[src/rtl/data_mem_arbiter.sv]
// data_mem_arbiter
//   Shares one single-port data memory between two requesters: port 0 is
//   the core MEM stage, port 1 is the loader/debug port. The winner's
//   request is latched, the memory strobes are sequenced (mem_write is held
//   for WRITE_HOLD cycles), read data is registered and a one-cycle done
//   pulse is returned to the winner.
//
// Ports
//   clk, reset                 clock, synchronous active-high reset
//   pN_req/we/addr/wdata       request from port N (req held until gnt)
//   pN_gnt                     one-cycle pulse, payload latched
//   pN_done                    one-cycle pulse, access finished
//   pN_rdata                   read result, valid with done, then held
//   err                        pulses with done on out-of-range address
//   mem_address/data_in        address / write data to the memory
//   mem_read/mem_write         memory strobes
//   data_out                   read data from the memory
//
// Build option
//   ARB_ROUND_ROBIN_EN         when defined, simultaneous requests alternate
//                              between ports; otherwise port 0 always wins.

module data_mem_arbiter #(
    parameter int DATA_MEM_SIZE = 4000,
    parameter int WRITE_HOLD    = 2     // legal range 2..15
) (
    input  logic        clk,
    input  logic        reset,
    input  logic        p0_req,
    input  logic        p0_we,
    input  logic [31:0] p0_addr,
    input  logic [31:0] p0_wdata,
    output logic        p0_gnt,
    output logic        p0_done,
    output logic [31:0] p0_rdata,
    input  logic        p1_req,
    input  logic        p1_we,
    input  logic [31:0] p1_addr,
    input  logic [31:0] p1_wdata,
    output logic        p1_gnt,
    output logic        p1_done,
    output logic [31:0] p1_rdata,
    output logic        err,
    output logic [31:0] mem_address,
    output logic [31:0] data_in,
    output logic        mem_read,
    output logic        mem_write,
    input  logic [31:0] data_out
);

    typedef enum logic [1:0] {IDLE, READ, WRITE, RESP} state_t;

    state_t      state_q, state_d;
    logic [3:0]  cnt_q, cnt_d;
    logic        win_q, win_d;          // port that owns the current access
    logic        p0_gnt_q, p0_gnt_d, p1_gnt_q, p1_gnt_d;
    logic        p0_done_q, p0_done_d, p1_done_q, p1_done_d;
    logic [31:0] p0_rdata_q, p0_rdata_d, p1_rdata_q, p1_rdata_d;
    logic        err_q, err_d;
    logic [31:0] mem_address_q, mem_address_d, data_in_q, data_in_d;
    logic        mem_read_q, mem_read_d, mem_write_q, mem_write_d;
`ifdef ARB_ROUND_ROBIN_EN
    logic        prio_q, prio_d;        // port favoured on the next tie
`endif

    logic        sel;
    logic        r_we;
    logic [31:0] r_addr, r_wdata;

    always_comb begin
`ifdef ARB_ROUND_ROBIN_EN
        sel = p0_req ? (p1_req & prio_q) : 1'b1;
        prio_d = prio_q;
`else
        sel = ~p0_req;
`endif
        r_we    = sel ? p1_we    : p0_we;
        r_addr  = sel ? p1_addr  : p0_addr;
        r_wdata = sel ? p1_wdata : p0_wdata;

        state_d       = state_q;
        cnt_d         = cnt_q;
        win_d         = win_q;
        p0_gnt_d      = 1'b0;
        p1_gnt_d      = 1'b0;
        p0_done_d     = 1'b0;
        p1_done_d     = 1'b0;
        err_d         = 1'b0;
        p0_rdata_d    = p0_rdata_q;
        p1_rdata_d    = p1_rdata_q;
        mem_address_d = mem_address_q;
        data_in_d     = data_in_q;
        mem_read_d    = 1'b0;
        mem_write_d   = 1'b0;

        case (state_q)
            IDLE: begin
                if (p0_req || p1_req) begin
                    win_d         = sel;
                    p0_gnt_d      = ~sel;
                    p1_gnt_d      = sel;
                    mem_address_d = r_addr;
                    data_in_d     = r_wdata;
`ifdef ARB_ROUND_ROBIN_EN
                    prio_d        = ~sel;
`endif
                    if (r_addr >= 32'(DATA_MEM_SIZE)) begin
                        // Out of range: skip the memory, answer straight away.
                        state_d   = RESP;
                        err_d     = 1'b1;
                        p0_done_d = ~sel;
                        p1_done_d = sel;
                        if (!r_we) begin
                            if (sel) p1_rdata_d = '0;
                            else     p0_rdata_d = '0;
                        end
                    end else if (!r_we) begin
                        state_d    = READ;
                        mem_read_d = 1'b1;
                    end else begin
                        state_d     = WRITE;
                        mem_write_d = 1'b1;
                        cnt_d       = 4'(WRITE_HOLD - 1);
                    end
                end
            end
            READ: begin
                state_d   = RESP;
                p0_done_d = ~win_q;
                p1_done_d = win_q;
                if (win_q) p1_rdata_d = data_out;
                else       p0_rdata_d = data_out;
            end
            WRITE: begin
                if (cnt_q == 4'd0) begin
                    state_d   = RESP;
                    p0_done_d = ~win_q;
                    p1_done_d = win_q;
                end else begin
                    mem_write_d = 1'b1;
                    cnt_d       = cnt_q - 4'd1;
                end
            end
            RESP:    state_d = IDLE;
            default: state_d = IDLE;
        endcase
    end

    always_ff @(posedge clk) begin
        if (reset) begin
            state_q       <= IDLE;
            cnt_q         <= '0;
            win_q         <= 1'b0;
            p0_gnt_q      <= 1'b0;
            p1_gnt_q      <= 1'b0;
            p0_done_q     <= 1'b0;
            p1_done_q     <= 1'b0;
            p0_rdata_q    <= '0;
            p1_rdata_q    <= '0;
            err_q         <= 1'b0;
            mem_address_q <= '0;
            data_in_q     <= '0;
            mem_read_q    <= 1'b0;
            mem_write_q   <= 1'b0;
`ifdef ARB_ROUND_ROBIN_EN
            prio_q        <= 1'b0;
`endif
        end else begin
            state_q       <= state_d;
            cnt_q         <= cnt_d;
            win_q         <= win_d;
            p0_gnt_q      <= p0_gnt_d;
            p1_gnt_q      <= p1_gnt_d;
            p0_done_q     <= p0_done_d;
            p1_done_q     <= p1_done_d;
            p0_rdata_q    <= p0_rdata_d;
            p1_rdata_q    <= p1_rdata_d;
            err_q         <= err_d;
            mem_address_q <= mem_address_d;
            data_in_q     <= data_in_d;
            mem_read_q    <= mem_read_d;
            mem_write_q   <= mem_write_d;
`ifdef ARB_ROUND_ROBIN_EN
            prio_q        <= prio_d;
`endif
        end
    end

    assign p0_gnt      = p0_gnt_q;
    assign p1_gnt      = p1_gnt_q;
    assign p0_done     = p0_done_q;
    assign p1_done     = p1_done_q;
    assign p0_rdata    = p0_rdata_q;
    assign p1_rdata    = p1_rdata_q;
    assign err         = err_q;
    assign mem_address = mem_address_q;
    assign data_in     = data_in_q;
    assign mem_read    = mem_read_q;
    assign mem_write   = mem_write_q;

endmodule
[config.mk]
export PLATFORM = sky130hd
export DESIGN_NAME = data_mem_arbiter
export DESIGN_NICKNAME = d
export VERILOG_FILES = /design/src/rtl/data_mem_arbiter.sv
export SDC_FILE = /design/constraint.sdc
export NUM_CORES = 1
export LEC_CHECK = 0
export ABC_CLOCK_PERIOD_IN_PS = 4550
export CORE_ASPECT_RATIO = 1.75
export CORE_UTILIZATION = 46
export CTS_CLUSTER_DIAMETER = 30
export DETAILED_ROUTE_END_ITERATION = 8
export PLACE_DENSITY = 0.84
export SYNTH_ARGS = -nofsm -noshare
export SYNTH_HDL_FRONTEND = slang
export SYNTH_SLANG_ARGS = --single-unit
[constraint.sdc]
create_clock -name clk -period 4.55 [get_ports clk]
set_clock_uncertainty 0.05 [all_clocks]
set_input_delay 0.91 -clock clk [delete_from_list [all_inputs] [get_ports clk]]
set_output_delay 0.91 -clock clk [all_outputs]
set_load 0.05 [all_outputs]
==> results of run 1 <==
## layer usage
| layer | global-route usage | vias to the layer above |
|---|---|---|
| met5 | 0 | - |
| met2 | 0.522 | 324 |
| met4 | 0.152 | 0 |
| li1 | - | 3314 |
| met1 | 0.337 | 3210 |
| met3 | 0.0669 | 66 |
## registers in the layout, summed over array words and instances, names as in the netlist
register / count
mem_read: 1
err: 1
p0_rdata: 32
p1_rdata: 32
state_q: 2
p0_gnt: 1
mem_address: 32
cnt_q: 4
p1_gnt: 1
p1_done: 1
mem_write: 1
win_q: 1
p0_done: 1
data_in: 32
## layout make-up
cell class / count / area [um2]
Clock buffer: 19 / 433
Fill cell: 1098 / 3990
Clock inverter: 12 / 139
Sequential cell: 142 / 2840
Tap cell: 180 / 225
Timing Repair Buffer: 313 / 3110
Inverter: 9 / 33.8
Multi-Input combinational cell: 519 / 3530
## worst reg2reg max path: stages (launching register included)
cell and delay (ns):
dfxtp_1 0.34, inv_1 0.09, ha_1 0.73, inv_1 0.33
and3_1 0.29, a31oi_4 0.14, buf_4 0.48, mux2i_1 0.28
## where the power goes
group / switching [W] / leakage, nW / internal, W / total [W]
combinational: 0.00200 / 2.43 / 0.00101 / 0.00301
clock: 0.000548 / 0.266 / 0.000809 / 0.00136
sequential: 0.000173 / 1.16 / 0.00154 / 0.00172
## synthesized netlist by cell type, types with 2 or more instances
cell	number
dfxtp_1	142
mux2i_1	98
nor2_1	73
a211oi_1	66
nand3_1	65
clkbuf_1	55
nand2_1	42
o211ai_1	34
a31oi_1	33
a22oi_1	32
nor4_1	12
buf_2	10
inv_1	9
a21oi_1	6
ha_1	6
a21o_1	5
nor3_1	5
buf_1	4
buf_6	4
nand2b_1	4
nand3b_1	4
o21a_1	4
a2111oi_0	3
o21ai_0	3
and4_1	2
mux2_2	2
o22ai_1	2
or3_1	2
## worst paths after layout
check | endpoint | slack [ns] | startpoint | cells after the start
max | p1_rdata[7]$_SDFFE_PP0P_ | 1.51 | p1_addr[14] | 7
max reg2reg | p1_rdata[7]$_SDFFE_PP0P_ | 1.75 | state_q[0]$_SDFFE_PP0P_ | 7
min reg2reg | p1_rdata[14]$_SDFFE_PP0P_ | 0.41 | p1_rdata[14]$_SDFFE_PP0P_ | 2
min | p1_rdata[14]$_SDFFE_PP0P_ | 0.41 | p1_rdata[14]$_SDFFE_PP0P_ | 2
## cells by family after synthesis
logic type      share of synthesized area
flops                               0.424
mux                                 0.150
simple gates                        0.147
compound gates                      0.216
fa+ha+maj                          0.0112
buf+inv                            0.0522
## metrics by stage
| step | cells | hold WS (ns) |
|---|---|---|
| 6_report | 1194 | 0.414 |
| 3_5_place_dp | 1163 | 0.404 |
| 4_1_cts | 1194 | 0.418 |
| 2_1_floorplan | 743 | 0.423 |
| 5_1_grt | 1194 | 0.436 |
| 3_3_place_gp | 1163 | 0.394 |
==> results_dict.tcl, run 1 <==
set metrics [dict create \
    finish.instance_area_mm2 0.0103 \
    outcome "finished clean" \
    netlist_area_mm2 0.00671 \
    synth-edff-count 0 \
    grt_pass1_wl_mm 35.2 \
    synthArstFlopShare 0 \
    hold_violations 0 \
    maxCapViolCount 0 \
    path_class "primary input to flop" \
    synth.avg_cell_area_um2 9.03 \
    finalMaxSlewViolations 0 \
    drive_above_1_share 0.0523 \
    routed.top_layer "met4" \
    yosysWarnings 0 \
    grt-ovfl-total 0 \
    grt_usage 0.299 \
    htreeDepth 4 \
    wl_met2_mm 11.7 \
    worstMarginPinSlew_ns 0.869 \
    syn-num-nets 915 \
    drc 0 \
    coreArea_mm2 0.0143 \
    min_period_ns 3.04 \
    ios 301 \
    utilization 0.721 \
    ant_nets 0 \
    cts_setup_buffers 0 \
    synthCells 743 \
    clock-root-buffer "clkbuf_16" \
    die_area_mm2 0.0151 \
    postCtsResizedCells 0 \
    drt-pass1-iter-count 5 \
    critPathMaxFanout 32 \
    synth_cell_types 44 \
    cp_slowest_cell "or4_1" \
    layout_common_cells "clkdlybuf4s50_1 (298), dfxtp_1 (142), mux2i_1 (98)" \
    antenna_found_initial 0 \
    insertedDiodeCount 0 \
    die_w_um 93.3 \
    gp_congestion 0.876 \
    cts_tree "done" \
    fin_setup_tns_ns 0 \
    fin_crit_sh 0.667 \
    dr_total_vias 6914 \
    start_kind "primary input" \
    hold_buffers 0 \
    worst_slack_ns 1.51 \
    synth_ff_type "dfxtp_1" \
    cp-end-kind "flop" \
    wl_met1_mm 8.67 \
    rsz0062_at_grt "false" \
    leakage_nw 3.86 \
    grt_max_degree 107 \
    wl_per_cell_um 19.2 \
    synth_top_area_share 0.424 \
    path_delay_family "buffers and inverters" \
    die-height_um 162 \
    clock_latency_ns 0.41 \
    wl_mm 23.0 \
    initial_utilization 0.469 \
    cts_made_buffers 17 \
    synth_area_leaders "dfxtp_1 (42%), mux2i_1 (15%), a211oi_1 (7.4%)" \
    clockBufferDepth 2 \
    final_common_cell "clkdlybuf4s50_1" \
    ir_drop_mv 0.359 \
    arrival_ns 3.32 \
    placed_cell_area_mm2 0.00974 \
    power_w 0.00608 \
    cp_num_buf_inv 2 \
    setup_viol 0 \
    pre_cts_ws_ns 1.10 \
    wl_met3_mm 1.60 \
    required_ns 4.84 \
    drt_iter0_markers 396 \
    ys_seq_area_frac 0.424 \
    hpwlAfterDp_mm 16.0 \
    clkSinkCount 142 \
    fmax_mhz 329 \
    row_count 58 \
    path_cells "clkdlybuf4s50_1, or4_1, o22ai_2, o211ai_1, a31oi_4, buf_4, mux2i_1" \
    slew_headroom 0.420 \
    clkSlewWorstSetupHoldPaths_ns 0.06 \
    area_growth_pct 53.7 \
    routed_via_density 5.79 \
    layout.nets 1174 \
    yosysTopAreaCell "dfxtp_1" \
    grt_pass1_vias 6545 \
    min_path_type "flop to flop" \
    synth-seq-cells 142 \
    power.density_mw_per_mm2 590 \
    critPathMaxStageDelay_ns 0.50 \
    portBuffers 300 \
]
Power figures use the tool's default switching activity.
==> run 2, diff against run 1 <==
==> config.mk (replaced) <==
export PLATFORM = sky130hd
export DESIGN_NAME = data_mem_arbiter
export DESIGN_NICKNAME = d
export VERILOG_FILES = /design/src/rtl/data_mem_arbiter.sv
export SDC_FILE = /design/constraint.sdc
export NUM_CORES = 1
export LEC_CHECK = 0
export ABC_CLOCK_PERIOD_IN_PS = 3100
export CORE_ASPECT_RATIO = 1.75
export CORE_UTILIZATION = 42
export CTS_CLUSTER_DIAMETER = 30
export DETAILED_ROUTE_END_ITERATION = 8
export PLACE_DENSITY = 0.78
export SYNTH_ARGS = -nofsm -noshare
export SYNTH_HDL_FRONTEND = slang
export SYNTH_SLANG_ARGS = --single-unit
==> constraint.sdc (replaced) <==
create_clock -name clk -period 3.1 [get_ports clk]
set_clock_uncertainty 0.05 [all_clocks]
set_input_delay 0.62 -clock clk [delete_from_list [all_inputs] [get_ports clk]]
set_output_delay 0.62 -clock clk [all_outputs]
set_load 0.05 [all_outputs]
==> run 2 against run 1 <==
  * Sequential power grew 47%
  * Die area grew 9.4%
  * Clock power grew 40%
  * Non-clock buffer count grew 4
  * Global-route usage shrank 3.2 points
  * Register-to-register slack lost 0.92 ns
  * Power grew 46%
  * Clock-buffer cell count shrank 1
  * Critical path depth is the same
  * Setup slack lost 0.96 ns
  * Final cell count grew 0.84%
  * Combinational power grew 47%
  * Critical endpoint is now p1_rdata[5]$_SDFFE_PP0P_
  * Highest routed layer unchanged
==> results_dict.tcl, run 2 (synthesis results as in run 1) <==
set metrics [dict create \
    outcome "finished clean" \
    wl_mm 22.6 \
    p_sw_frac 0.449 \
    fmax_mhz 392 \
    initial_utilization 0.434 \
    die_w_um 97.6 \
    pwr-share-comb 0.500 \
    final_cells 1204 \
    pwr-share-seq 0.285 \
    area_growth_pct 54.6 \
    grt-ovfl-total 0 \
    routed_via_density 5.69 \
    layout_common_cells "clkdlybuf4s50_1 (298), dfxtp_1 (142), mux2i_1 (98)" \
    critPathMaxFanout 32 \
    hold_violations 0 \
    cp_slowest_cell "or4b_1" \
    reg2reg_depth 7 \
    power.density_mw_per_mm2 854 \
    ant_nets 0 \
    clock_latency_ns 0.41 \
    row_count 60 \
    required_ns 3.40 \
    insertedDiodeCount 0 \
    hold_depth 2 \
    hpwlAfterDp_mm 15.8 \
    portBuffers 300 \
    gp_congestion 0.886 \
    clkSinkCount 142 \
    htreeDepth 4 \
    drive_above_1_share 0.0570 \
    setup_viol 0 \
    dr_total_vias 6848 \
    grt_max_degree 110 \
    leakage_nw 3.89 \
    p_int_w 0.00488 \
    fin_setup_tns_ns 0 \
    cts_tree "done" \
    p_sw_w 0.00398 \
    min_path_type "flop to flop" \
    dp_cells 1173 \
    ios 301 \
    min_period_ns 2.55 \
    slew_headroom 0.522 \
    cts_made_buffers 17 \
    hold_buffers 0 \
    drt-pass1-iter-count 5 \
    clkSlewWorstSetupHoldPaths_ns 0.06 \
    clock-root-buffer "clkbuf_16" \
    critPathMaxStageDelay_ns 0.56 \
    grt_pass1_vias 6533 \
    finalMaxSlewViolations 0 \
    drt_iter0_markers 310 \
    n_fill_cell 1284 \
    clockBufferDepth 2 \
    antenna_found_initial 0 \
    fin_crit_sh 0.822 \
    worstMarginPinSlew_ns 0.717 \
    postCtsResizedCells 0 \
    maxCapViolCount 0 \
    path_cells "clkdlybuf4s50_1, or4b_1, o22ai_2, o211ai_1, a31oi_4, buf_12, mux2i_1" \
    ir_drop_mv 0.384 \
    grt_usage 0.267 \
    path_class "primary input to flop" \
    start_kind "primary input" \
    final_common_cell "clkdlybuf4s50_1" \
    cp-end-kind "flop" \
    arrival_ns 2.84 \
    drc 0 \
    wl_per_cell_um 18.8 \
    power_w 0.00886 \
    cts_setup_buffers 0 \
    rsz0062_at_grt "false" \
    layout.nets 1178 \
    die_area_mm2 0.0165 \
    grt_pass1_wl_mm 35.4 \
    coreArea_mm2 0.0155 \
    clkPwrFrac 0.215 \
    die-height_um 169 \
]
[run 2: changes by cell type in the layout (fill, tap and decap cells not counted)]
cell	delta
clkbuf_1	-1
clkinv_2	+2
bufinv_16	-1
inv_6	-1
clkinvlp_4	+1
buf_12	+4
[run 2: metal layers]
| layer | global-route usage | part of all wire | wire length, um | up-vias |
|---|---|---|---|---|
| met5 | 0 | 0 | 0 | - |
| met4 | 0.0921 | 0.021 | 470 | 0 |
| met3 | 0.0486 | 0.058 | 1320 | 25 |
| met2 | 0.487 | 0.53 | 11900 | 286 |
| met1 | 0.311 | 0.40 | 8950 | 3217 |
| li1 | - | - | - | 3320 |
[run 2: area by class of cell]
cell class	instances	area, um2	share of cell area
clock buffers	18	429	0.0414
clock inverters	13	118	0.0113
well taps	186	233	0.0224
inverters	9	33.8	0.00326
repair buffers	317	3190	0.307
flip-flops and latches	142	2840	0.274
multi-input cells	519	3530	0.340
[run 2: power by group through the flow]
stage / Combinational, W / Clock (W) / Sequential, W
4_1_cts: 0.00446 / 0.00195 / 0.00252
5_1_grt: 0.00470 / 0.00201 / 0.00257
2_1_floorplan: 0.00151 / 0 / 0.00394
3_3_place_gp: 0.00439 / 0 / 0.00254
3_5_place_dp: 0.00444 / 0 / 0.00255
6_report: 0.00443 / 0.00191 / 0.00252
[run 2: worst max-delay path: cells and delay by family]
kind,cells,cell delay (ns)
multiplexers,1,0.22
AO/OA/AOI/OAI,3,0.72
buffers and inverters,2,0.70
AND/OR/NAND/NOR,1,0.56
[run 2: metrics by stage]
| step | setup slack, ns | area [um2] | util | hold slack [ns] |
|---|---|---|---|---|
| after detailed placement | 0.160 | 9830 | 0.635 | 0.401 |
| final | 0.551 | 10400 | 0.671 | 0.412 |
| after global routing | 0.401 | 10400 | 0.671 | 0.438 |
| after CTS | 0.566 | 10400 | 0.671 | 0.416 |
| after global placement | 0.234 | 9830 | 0.635 | 0.394 |
| after floorplan | 0.694 | 6710 | - | 0.423 |
[run 2: path summary, 6_finish.rpt]
check	slack, ns	startpoint	endpoint
setup reg to reg	0.83	state_q[1]$_SDFFE_PP0P_	p0_rdata[18]$_SDFFE_PP0P_
setup / recovery	0.55	p0_addr[14]	p1_rdata[5]$_SDFFE_PP0P_
hold / removal	0.41	p1_rdata[17]$_SDFFE_PP0P_	p1_rdata[17]$_SDFFE_PP0P_
hold reg to reg	0.41	p1_rdata[17]$_SDFFE_PP0P_	p1_rdata[17]$_SDFFE_PP0P_
==> run 3, diff against run 2 <==
--- a/config.mk
+++ b/config.mk
@@ -5,7 +5,7 @@
 export SDC_FILE = /design/constraint.sdc
 export NUM_CORES = 1
 export LEC_CHECK = 0
-export ABC_CLOCK_PERIOD_IN_PS = 3100
+export ABC_CLOCK_PERIOD_IN_PS = 2610
 export CORE_ASPECT_RATIO = 1.75
 export CORE_UTILIZATION = 42
 export CTS_CLUSTER_DIAMETER = 30
==> constraint.sdc (replaced) <==
create_clock -name clk -period 2.61 [get_ports clk]
set_clock_uncertainty 0.05 [all_clocks]
set_input_delay 0.522 -clock clk [delete_from_list [all_inputs] [get_ports clk]]
set_output_delay 0.522 -clock clk [all_outputs]
set_load 0.05 [all_outputs]
==> run 3 against run 2 <==
  * Register-to-register slack got worse by 0.31 ns
  * Cell area increased by 1.8%
  * Power increased by 22%
  * Utilization increased by 1.2 points
  * Non-clock buffer count increased by 17
  * Wire length increased by 2.8%
  * Final cell count increased by 1.5%
  * Via count increased by 1.3%
  * Die area unchanged
  * Global-route usage increased by 0.74 points
  * Sequential share of layout area decreased by 0.48 points
  * Setup slack got worse by 0.38 ns
  * Largest cell class unchanged
==> results_dict.tcl, run 3 (synthesis results as in run 1) <==
set metrics [dict create \
    fin_crit_sh 0.933 \
    drc 0 \
    drt_iter0_markers 343 \
    regArea_mm2 0.00284 \
    layout.nets 1195 \
    drive_above_1_share 0.0743 \
    multi_input_area_mm2 0.00353 \
    coreArea_mm2 0.0155 \
    min_path_type "flop to flop" \
    hold_depth 2 \
    p_sw_w 0.00477 \
    gp_congestion 0.913 \
    grt_pass1_vias 6721 \
    final_common_cell "clkdlybuf4s50_1" \
    start_kind "primary input" \
    reg2reg_depth 8 \
    ant_nets 0 \
    clockBufferDepth 2 \
    outcome "finished clean" \
    pwr-share-seq 0.278 \
    worst_slack_ns 0.176 \
    cts_setup_buffers 0 \
    hold_buffers 0 \
    required_ns 2.89 \
    leakage_nw 4.00 \
    slew_headroom 0.501 \
    power.density_mw_per_mm2 1020 \
    wl_mm 23.3 \
    insertedDiodeCount 0 \
    power_w 0.0108 \
    min_period_ns 2.43 \
    maxCapViolCount 0 \
    cts_tree "done" \
    layout_common_cells "clkdlybuf4s50_1 (298), dfxtp_1 (142), mux2i_1 (98)" \
    grt_usage 0.275 \
    dr_total_vias 6938 \
    row_count 60 \
    hpwlAfterDp_mm 16.5 \
    cp-end-kind "flop" \
    portBuffers 300 \
    antenna_found_initial 0 \
    ios 301 \
    ir_drop_mv 0.524 \
    grt_max_degree 68 \
    arrival_ns 2.72 \
    wl_per_cell_um 19.0 \
    die_area_mm2 0.0165 \
    grt_pass1_wl_mm 36.1 \
    p_sw_frac 0.442 \
    clkSinkCount 142 \
    htreeDepth 4 \
    pre_cts_ws_ns -0.238 \
    setup_viol 0 \
    pwr-share-comb 0.494 \
    postCtsResizedCells 0 \
    hold_violations 0 \
    area_growth_pct 57.4 \
    clock-root-buffer "clkbuf_16" \
    n_fill_cell 1258 \
    routed_via_density 5.68 \
    path_class "primary input to flop" \
    critPathMaxFanout 9 \
    cts_made_buffers 17 \
    hold_ws_ns 0.407 \
    grt-ovfl-total 0 \
    finalMaxSlewViolations 0 \
    rsz0062_at_grt "false" \
    worstMarginPinSlew_ns 0.748 \
    die_w_um 97.6 \
    clock_latency_ns 0.41 \
    clkSlewWorstSetupHoldPaths_ns 0.06 \
    p_int_w 0.00601 \
    die-height_um 169 \
    initial_utilization 0.434 \
    clkPwrFrac 0.228 \
    fmax_mhz 411 \
    drt-pass1-iter-count 5 \
    fin_setup_tns_ns 0 \
]
## run 3: cell count changes in the layout (fill, tap and decap cells not counted), sizes merged
cell,change
clkbuf,+2
inv,-2
bufinv,+1
buf,+17
## run 3: per-stage QoR
step | cells | cell area [um2] | util
final | 1222 | 10600 | 0.683
after global routing | 1222 | 10600 | 0.683
after CTS | 1222 | 10600 | 0.683
after detailed placement | 1190 | 9950 | 0.644
after global placement | 1190 | 9950 | 0.644
after floorplan | 743 | 6710 | -
## run 3: worst paths after layout
path	from	to	slack (ns)
worst max-delay path	p1_addr[30]	p1_rdata[21]$_SDFFE_PP0P_	0.18
worst min-delay path	p1_rdata[18]$_SDFFE_PP0P_	p1_rdata[18]$_SDFFE_PP0P_	0.41
worst max register to register	state_q[1]$_SDFFE_PP0P_	cnt_q[2]$_SDFFE_PP0P_	0.52
worst min register to register	p1_rdata[18]$_SDFFE_PP0P_	p1_rdata[18]$_SDFFE_PP0P_	0.41
## run 3: power groups by stage
stage          sequential [W]  clock (W)  combinational, W
4_1_cts               0.00299    0.00249           0.00532
6_report              0.00300    0.00246           0.00532
5_1_grt               0.00306    0.00258           0.00563
3_3_place_gp          0.00302          0           0.00525
3_5_place_dp          0.00303          0           0.00530
2_1_floorplan         0.00468          0           0.00180
## run 3: layout make-up
type / instances / area share
Multi-Input combinational cell: 519 / 0.334
Sequential cell: 142 / 0.269
Timing Repair Buffer: 334 / 0.314
Inverter: 9 / 0.00320
Clock buffer: 20 / 0.0442
Clock inverter: 12 / 0.0130
Tap cell: 186 / 0.0220
## run 3: critical path, cell delays in order
cell,delay [ns]
clkdlybuf4s50_1,0.43
nor4_1,0.43
buf_4,0.18
and4_1,0.25
o211ai_1,0.18
a31oi_4,0.27
buf_4,0.24
mux2i_1,0.21
## run 3: per-layer routing
layer / wire (um) / track usage / share of wire / vias to the layer above
met4: 618 / 0.0985 / 0.027 / 0
met2: 12200 / 0.498 / 0.52 / 325
met5: 0 / 0 / 0 / -
met1: 8920 / 0.315 / 0.38 / 3239
met3: 1510 / 0.0593 / 0.065 / 37
li1: - / - / - / 3337
